===== src/rtl/layer2_seq_ctrl.sv =====
// layer2_seq_ctrl: time-multiplexes one shared 4-input MAC across NUM_NEURONS
// neurons. It holds a per-neuron weight table and latches one activation
// vector on start. For each neuron it issues the operands, captures the MAC
// sum one cycle later, and optionally applies ReLU. Each result is then
// returned over a valid/ready stream.
module layer2_seq_ctrl #(
    parameter int NUM_NEURONS = 4,
    parameter int AW          = $clog2(NUM_NEURONS),
    parameter bit RELU        = 1'b1
) (
    input  logic          clk,
    input  logic          rst,
    input  logic          wr_en,
    input  logic [AW-1:0] wr_addr,
    input  logic [19:0]   wr_data,
    input  logic          start,
    input  logic [11:0]   in1,
    input  logic [11:0]   in2,
    input  logic [11:0]   in3,
    input  logic [11:0]   in4,
    output logic [11:0]   mac_in1,
    output logic [11:0]   mac_in2,
    output logic [11:0]   mac_in3,
    output logic [11:0]   mac_in4,
    output logic [4:0]    mac_w1,
    output logic [4:0]    mac_w2,
    output logic [4:0]    mac_w3,
    output logic [4:0]    mac_w4,
    input  logic [16:0]   mac_out,
    output logic          res_valid,
    input  logic          res_ready,
    output logic [16:0]   res_data,
    output logic [AW-1:0] res_idx,
    output logic          busy,
    output logic          done
);

    typedef enum logic [2:0] {IDLE, ISSUE, CAPT, OUT, FIN} state_t;

    localparam logic [AW-1:0] LAST_IDX = AW'(NUM_NEURONS - 1);
    localparam logic [AW:0]   DEPTH    = (AW + 1)'(NUM_NEURONS);

    state_t        state;
    logic [AW-1:0] cnt;
    logic [11:0]   act1, act2, act3, act4;
    logic [19:0]   wtab [NUM_NEURONS];
    logic [19:0]   wsel;
    logic [16:0]   relu_out;
    logic          wr_ok;

    // Writes land only while idle and only for a neuron that exists.
    assign wr_ok    = (state == IDLE) && wr_en && ({1'b0, wr_addr} < DEPTH);

    // Operands always reflect the latched activations and the current neuron's weights.
    assign wsel     = wtab[cnt];
    assign mac_in1  = act1;
    assign mac_in2  = act2;
    assign mac_in3  = act3;
    assign mac_in4  = act4;
    assign mac_w1   = wsel[4:0];
    assign mac_w2   = wsel[9:5];
    assign mac_w3   = wsel[14:10];
    assign mac_w4   = wsel[19:15];

    // Negative sums clip to zero only when ReLU is enabled; otherwise bit-exact.
    assign relu_out = (RELU && mac_out[16]) ? '0 : mac_out;

    // Weight table: written in IDLE (a write alongside start is seen by that pass).
    // NOTE: this memory is reset on purpose -- a pass after reset must see all-zero weights.
    always_ff @(posedge clk or posedge rst) begin
        if (rst) begin
            for (int i = 0; i < NUM_NEURONS; i++) begin
                wtab[i] <= '0;
            end
        end else if (wr_ok) begin
            wtab[wr_addr] <= wr_data;
        end
    end

    // Sequencer FSM: issue, capture, hand off each neuron's result, then pulse done.
    // NOTE: non-blocking assignments throughout so every register sees pre-edge values.
    always_ff @(posedge clk or posedge rst) begin
        if (rst) begin
            state     <= IDLE;
            cnt       <= '0;
            act1      <= '0;
            act2      <= '0;
            act3      <= '0;
            act4      <= '0;
            res_valid <= 1'b0;
            res_data  <= '0;
            res_idx   <= '0;
            busy      <= 1'b0;
            done      <= 1'b0;
        end else begin
            case (state)
                IDLE: begin
                    if (start) begin
                        act1  <= in1;
                        act2  <= in2;
                        act3  <= in3;
                        act4  <= in4;
                        cnt   <= '0;
                        busy  <= 1'b1;
                        state <= ISSUE;
                    end
                end
                ISSUE: begin
                    // The datapath registers the operands at the end of this cycle.
                    state <= CAPT;
                end
                CAPT: begin
                    res_data  <= relu_out;
                    res_idx   <= cnt;
                    res_valid <= 1'b1;
                    state     <= OUT;
                end
                OUT: begin
                    if (res_ready) begin
                        res_valid <= 1'b0;
                        if (cnt == LAST_IDX) begin
                            done  <= 1'b1;
                            state <= FIN;
                        end else begin
                            cnt   <= cnt + AW'(1);
                            state <= ISSUE;
                        end
                    end
                end
                FIN: begin
                    done  <= 1'b0;
                    busy  <= 1'b0;
                    state <= IDLE;
                end
                default: begin
                    state <= IDLE;
                end
            endcase
        end
    end

endmodule


===== config.mk =====
export PLATFORM = sky130hd
export DESIGN_NAME = layer2_seq_ctrl
export DESIGN_NICKNAME = d
export VERILOG_FILES = /design/src/rtl/layer2_seq_ctrl.sv
export SDC_FILE = /design/constraint.sdc
export NUM_CORES = 1
export LEC_CHECK = 0
export CAP_MARGIN = 5
export CORE_MARGIN = 5
export CORE_UTILIZATION = 40
export DETAILED_ROUTE_END_ITERATION = 10
export HOLD_SLACK_MARGIN = 0.03
export PLACE_DENSITY = 0.78
export SLEW_MARGIN = 0
export SYNTH_ARGS = -nofsm -noshare
export SYNTH_HDL_FRONTEND = slang
export SYNTH_SLANG_ARGS = --single-unit

===== constraint.sdc =====
create_clock -name clk -period 5.56 [get_ports clk]
set_input_delay 1.39 -clock clk [delete_from_list [all_inputs] [get_ports clk]]
set_output_delay 1.39 -clock clk [all_outputs]
set_load 0.03 [all_outputs]

==> summary.md, run 1 <==
| Metric | Value |
|---|---|
| Synth Cell Area | `6420 um^2` |
| Status | `finished clean` |
| Max clock buf depth | `2` |
| # hold bufs at CTS | `0` |
| CTS root buffer | `clkbuf_16` |
| WP data arrival | `2.79 ns` |
| # fillers | `1242` |
| First drt pass iteration count | `4` |
| GRT Total Usage | `16.9%` |
| Synth Register Bits | `154` |
| FP Rows | `46` |
| Hold slack | `0.481 ns` |
| IO Count | `182` |
| Slew at the pin closest to its max-slew limit | `1.17 ns` |
| Resized Gates After CTS | `0` |
| Core region area | `15800 um^2` |
| Max VDD drop | `0.300 mV` |
| Fin Clk Skew | `0.0120 ns` |
| CTS tree | `built` |
| Final min period | `4.18 ns` |
| Critical Path Fanout Max | `15` |
| Max Fclk | `239 MHz` |
| Clock latency on the worst-skew pair | `0.42 ns` |
| RSZ-0062 raised after global routing | `false` |
| N_diodes | `0` |
| Die area | `18700 um^2` |
| Avg Cell Area, Syn | `15.3 um^2` |
| Max-slew violations | `0` |
| Inserted Clock Buffers | `17` |
| Initial antenna violation count | `0` |
| YS warnings | `0` |
| Final Net Count | `688` |
| Finished Cell Area | `9010 um^2` |
| Total number of vias | `4054` |
| CP Data Required Time | `4.17 ns` |
| Layout cells sized above 1 | `31.4%` |
| Sum Neg Setup Slack | `0 ns` |
| Postcts setup bufs | `0` |
| Synth Net Count | `512` |
| Initial Utilization | `40.5%` |
| Final Routed Wirelength | `14700 um` |
| Area post-placement | `8380 um^2` |
| ANT nets after route | `0` |
| Vias per cell | `4.92` |
| Post-Syn Instances | `419` |
| Overflow after GRT | `0` |
| Final Hold Vio Count | `0` |
| Area delta synth->final | `40.5%` |
| Final setup violating endpoints | `0` |
| Port bufs | `180` |
| Period utilization | `75.2%` |
| Crit end category | `output pin` |
| Cell Pwr Density | `615 nW/um^2` |
| Max Cap Viol | `0` |
| Register area share after synthesis | `60.1%` |
| Clock sink count | `154` |
| Largest net degree at the start of global routing | `93` |
| DRC viols | `0` |
| Type of origin of the critical path | `flip-flop` |
| Cell leakage power | `3.86 nW` |
| Dpl hpwl | `10200 um` |
| Vias in the first global route | `4638` |
| Library cells used by synthesis | `28` |
| Placer Congestion | `0.709` |
| Reg clk slew, reported paths | `0.07 ns` |
| Max H-tree Level | `4` |
| WL/cell | `17.8 um` |
| Chip height | `137 um` |
| Max-slew headroom | `21.7%` |
| First-pass GRT wire length | `24200 um` |
| Crit path kind | `reg2out` |
| DIE WIDTH | `137 um` |
| DR iter-0 viols | `164` |
| HP Class | `reg2reg` |
## cell usage after synthesis (all sizes together)
| master | instances | share of area (%) |
|---|---|---|
| a31oi | 1 | 0.098 |
| nor2 | 6 | 0.35 |
| ha | 1 | 0.19 |
| nand3b | 2 | 0.23 |
| or3 | 1 | 0.098 |
| and3 | 2 | 0.19 |
| nor3 | 1 | 0.078 |
| nor2b | 2 | 0.19 |
| a21oi | 2 | 0.16 |
| or3b | 1 | 0.14 |
| clkbuf | 2 | 0.12 |
| conb | 1 | 0.058 |
| mux4 | 20 | 7.0 |
| nand3 | 2 | 0.16 |
| o21ai | 18 | 1.4 |
| nand2 | 20 | 1.2 |
| o311ai | 1 | 0.14 |
| a22o | 1 | 0.14 |
| nand2b | 17 | 1.7 |
| dfrtp | 154 | 60 |
| nor4b | 2 | 0.74 |
| mux2 | 131 | 23 |
| nand4b | 1 | 0.14 |
| inv | 4 | 0.23 |
| buf | 25 | 2.1 |
| a2bb2oi | 1 | 0.14 |
## through the flow
stage	std cells	utilization (%)	setup WS, ns	power, mW
2_1_floorplan	419	-	0.0202	3.39
3_3_place_gp	792	52.9	1.76	4.29
3_5_place_dp	792	52.9	1.75	4.36
4_1_cts	824	57.0	1.29	5.62
5_1_grt	824	57.0	1.17	5.84
6_report	824	57.0	1.38	5.54
## metal layers
| layer | vias up | wire length (um) | global-route usage [%] |
|---|---|---|---|
| met5 | - | 0 | 0 |
| met4 | 0 | 339 | 6.77 |
| met3 | 25 | 1060 | 6.36 |
| met2 | 135 | 7590 | 29.1 |
| met1 | 2044 | 5680 | 19.1 |
| li1 | 1850 | - | - |
## cell families (layout without fill, tap and decap cells)
logic type,after synthesis,in the layout,share of synthesized area [%]
AOI/OAI and AO/OA,24,24,2.07
DFF,154,154,60.1
buffers and inverters,31,220,2.46
and+or+nand+nor,57,57,5.15
adders and majority gates,1,1,0.195
other,1,1,0.0584
muxes,151,151,30.0
## worst paths after layout
check | from | endpoint | slack, ns | cells past startpoint
worst min register to register | res_data[9] | res_data[9] | 0.48 | 2
worst max-delay path | cnt[0] | mac_w3[4] | 1.38 | 3
worst max register to register | state[0] | wtab[44] | 3.05 | 3
max in group asynchronous | rst | mac_in2[4] | 3.04 | 3
worst min-delay path | res_data[9] | res_data[9] | 0.48 | 2
min in group asynchronous | rst | mac_in4[11] | 1.52 | 2
## critical path: stages, from the launching register on
cell,delay (ns)
dfrtp_1,0.85
buf_4,0.38
mux4_2,0.54
clkdlybuf4s50_1,0.61
## registers in the layout, indices dropped and copies added, names as in the netlist, 2 cells and up
signal / cells
cnt: 2
mac_in1: 12
wtab: 80
mac_in2: 12
mac_in3: 12
state: 3
res_idx: 2
mac_in4: 12
res_data: 16
## power breakdown
group	switching, mW	internal, mW
logic	1.18	1.20
clock network	0.462	0.764
registers	0.323	1.61
total	1.96	3.58
## cell usage in the layout, fill, tap and decap left out, types with 2 or more instances in the layout
cell type and count:
inv_6 2, nand2_1 20, mux4_2 20, nand3b_1 2
nand3_1 2, clkdlybuf4s50_1 180, a21oi_1 2, nand2b_1 17
nor2b_1 2, inv_1 3, clkinv_2 2, nor2_1 6
mux2_2 131, clkbuf_16 17, nor4b_4 2, buf_4 4
clkinvlp_4 4, and3_1 2, bufinv_16 4, o21ai_0 18
dfrtp_1 154, clkinv_4 3
## final cells by class
cell class | instances | area, um^2 | area share (%)
clock buffers | 18 | 439 | 4.87
flip-flops and latches | 154 | 3850 | 42.7
clock inverters | 14 | 195 | 2.17
multi-input cells | 234 | 2400 | 26.7
well taps | 216 | 270 | 3.00
repair buffers | 184 | 1830 | 20.3
inverters | 4 | 20.0 | 0.222
No activity file was read; power rests on OpenSTA's default activity.
==> inputs of run 2 (changes only) <==
==> constraint.sdc (replaced) <==
create_clock -name clk -period 3.75 [get_ports clk]
set_input_delay 0.9375 -clock clk [delete_from_list [all_inputs] [get_ports clk]]
set_output_delay 0.9375 -clock clk [all_outputs]
set_load 0.03 [all_outputs]
==> summary.md, run 2 (synthesis gave the netlist of run 1 again) <==
| Metric | Value |
|---|---|
| Status | `finished clean` |
| Final Routed Wirelength | `14900 um (+1.4%)` |
| Initial antenna violation count | `0 (unchanged)` |
| Final core area utilization | `57.0% (+0.071 points)` |
| FP Rows | `46 (unchanged)` |
| Core region area | `15800 um^2 (unchanged)` |
| Max clock buf depth | `2 (unchanged)` |
| Sequential Power Share | `35.9% (+1.0 points)` |
| Resized Gates After CTS | `0 (unchanged)` |
| Crit end category | `output pin` |
| Area post-placement | `8440 um^2 (+0.66%)` |
| Sw Ratio | `35.9% (+0.46 points)` |
| Most common cell after layout, fill and taps aside | `clkdlybuf4s50_1` |
| Sum Neg Setup Slack | `0 ns (unchanged)` |
| Fin Clk Skew | `0.00714 ns (-0.00490 ns)` |
| Max-slew headroom | `29.4% (+7.7 points)` |
| Cell Pwr Density | `899 nW/um^2 (+46%)` |
| Postcts setup bufs | `0 (unchanged)` |
| Final Total Pwr | `8.11 mW (+46%)` |
| CTS root buffer | `clkbuf_16` |
| Max Cap Viol | `0 (unchanged)` |
| Layout cells sized above 1 | `31.9% (+0.45 points)` |
| Clock sink count | `154 (unchanged)` |
| DR iter-0 viols | `112 (-32%)` |
| Port bufs | `180 (unchanged)` |
| First drt pass iteration count | `4 (unchanged)` |
| Crit path kind | `reg2out` |
| Total number of vias | `4107 (+1.3%)` |
| Net Sw Power | `2.91 mW (+48%)` |
| Period utilization | `93.2%` |
| # hold bufs at CTS | `0 (unchanged)` |
| Internal | `5.20 mW (+45%)` |
| CP Data Required Time | `2.81 ns (-1.36 ns)` |
| RSZ-0062 raised after global routing | `false` |
| Vias in the first global route | `4653 (+0.32%)` |
| Area delta synth->final | `40.7%` |
| WP data arrival | `2.56 ns (-0.23 ns)` |
| CTS tree | `built` |
| Final setup violating endpoints | `0 (unchanged)` |
| HP Class | `reg2reg` |
| Most flops, register | `wtab` |
| IO Count | `182 (unchanged)` |
| Max reg flops | `80 (unchanged)` |
| Pre-CTS WS | `0.653 ns (-1.10 ns)` |
| ANT nets after route | `0 (unchanged)` |
| GRT Total Usage | `17.0% (+0.082 points)` |
| Biggest registers after layout | `wtab: 80 flops, res_data: 16 flops` |
| Dpl hpwl | `10600 um (+3.6%)` |
| Max-slew violations | `0 (unchanged)` |
| Clock share of power | `20.9% (-1.2 points)` |
| Final Net Count | `692 (+0.58%)` |
| Final Hold Vio Count | `0 (unchanged)` |
| Die area | `18700 um^2 (unchanged)` |
| Overflow after GRT | `0 (unchanged)` |
| Cell leakage power | `3.87 nW (+0.20%)` |
| Inserted Clock Buffers | `17 (unchanged)` |
| Combinational Power Share | `43.2% (+0.3 points)` |
| Largest net degree at the start of global routing | `49 (-47%)` |
| Worst setup margin | `0.255 ns (-1.12 ns)` |
| Initial Utilization | `40.5% (unchanged)` |
| Slew at the pin closest to its max-slew limit | `1.06 ns (-0.112 ns)` |
| DIE WIDTH | `137 um (unchanged)` |
| Clock latency on the worst-skew pair | `0.42 ns (about the same)` |
| Max H-tree Level | `4 (unchanged)` |
| Final min period | `3.50 ns` |
| Type of origin of the critical path | `flip-flop` |
| Max VDD drop | `0.503 mV (+68%)` |
| Vias per cell | `4.96 (+0.82%)` |
| DRC viols | `0 (unchanged)` |
| Max Fclk | `286 MHz` |
| Placer Congestion | `0.760 (+7.3%)` |
| Chip height | `137 um (unchanged)` |
| Critical Path Fanout Max | `23 (+8)` |
| WL/cell | `18.0 um (+0.95%)` |
| N_diodes | `0 (unchanged)` |
| Finished Cell Area | `9030 um^2 (+0.12%)` |
| Commonest cells after routing, fill and taps aside | `180 x clkdlybuf4s50_1, 153 x dfrtp_1, 131 x mux2_2, 20 x nand2_1, 20 x mux4_2` |
| First-pass GRT wire length | `24300 um (+0.54%)` |
| Reg clk slew, reported paths | `0.06 ns (about the same)` |
==> run 2: final timing paths <==
check | start | to | slack (ns) | cells past startpoint
worst max-delay path | cnt[1] | mac_w1[2] | 0.25 | 2
worst min-delay path | res_data[11] | res_data[11] | 0.48 | 2
worst max register to register | state[0] | wtab[79] | 1.66 | 4
worst min register to register | res_data[11] | res_data[11] | 0.48 | 2
max in group asynchronous | rst | wtab[66] | 1.87 | 3
min in group asynchronous | rst | res_data[9] | 0.98 | 2
==> run 2: power groups by stage <==
stage                     logic (mW)  clock network [mW]  registers [mW]
final                           3.50                1.70            2.91
after global routing            3.70                1.82            3.03
after CTS                       3.55                1.74            2.93
after detailed placement        3.54                   0            2.94
after global placement          3.46                   0            2.90
after floorplan                 1.64                   0            3.38
==> run 2: layer usage <==
layer | up-vias | routed length, um | global-route usage [%]
met1 | 2080 | 5840 | 19.5
met3 | 30 | 1050 | 6.62
met2 | 133 | 7540 | 28.3
met5 | - | 0 | 0
met4 | 0 | 454 | 7.50
li1 | 1864 | - | -
==> run 2: area by class of cell <==
type	instances	area (um^2)
clock buffer	21	470
clock inverter	11	120
fill	1255	6800
inverter	4	18.8
multi-input combinational	234	2400
sequential	154	3850
tap	216	270
timing repair buffer	188	1890
==> run 2: stage by stage <==
step                cells  hold slack, ns
floorplan             419           0.474
global placement      796           0.463
detailed placement    796           0.470
CTS                   828           0.484
global route          828           0.512
finish                828           0.480
==> run 2: critical path, stage by stage, from the launching register on <==
cell and delay, ns:
dfrtp_1 1.04, mux4_2 0.39, clkdlybuf4s50_1 0.71
==> inputs of run 3 (changes only) <==
--- a/config.mk
+++ b/config.mk
@@ -9,7 +9,6 @@
 export CORE_MARGIN = 5
 export CORE_UTILIZATION = 40
 export DETAILED_ROUTE_END_ITERATION = 10
-export HOLD_SLACK_MARGIN = 0.03
 export PLACE_DENSITY = 0.78
 export SLEW_MARGIN = 0
 export SYNTH_ARGS = -nofsm -noshare
==> results of run 3 <==
No change in the layout: final DEF, timing and power equal those of run 2.
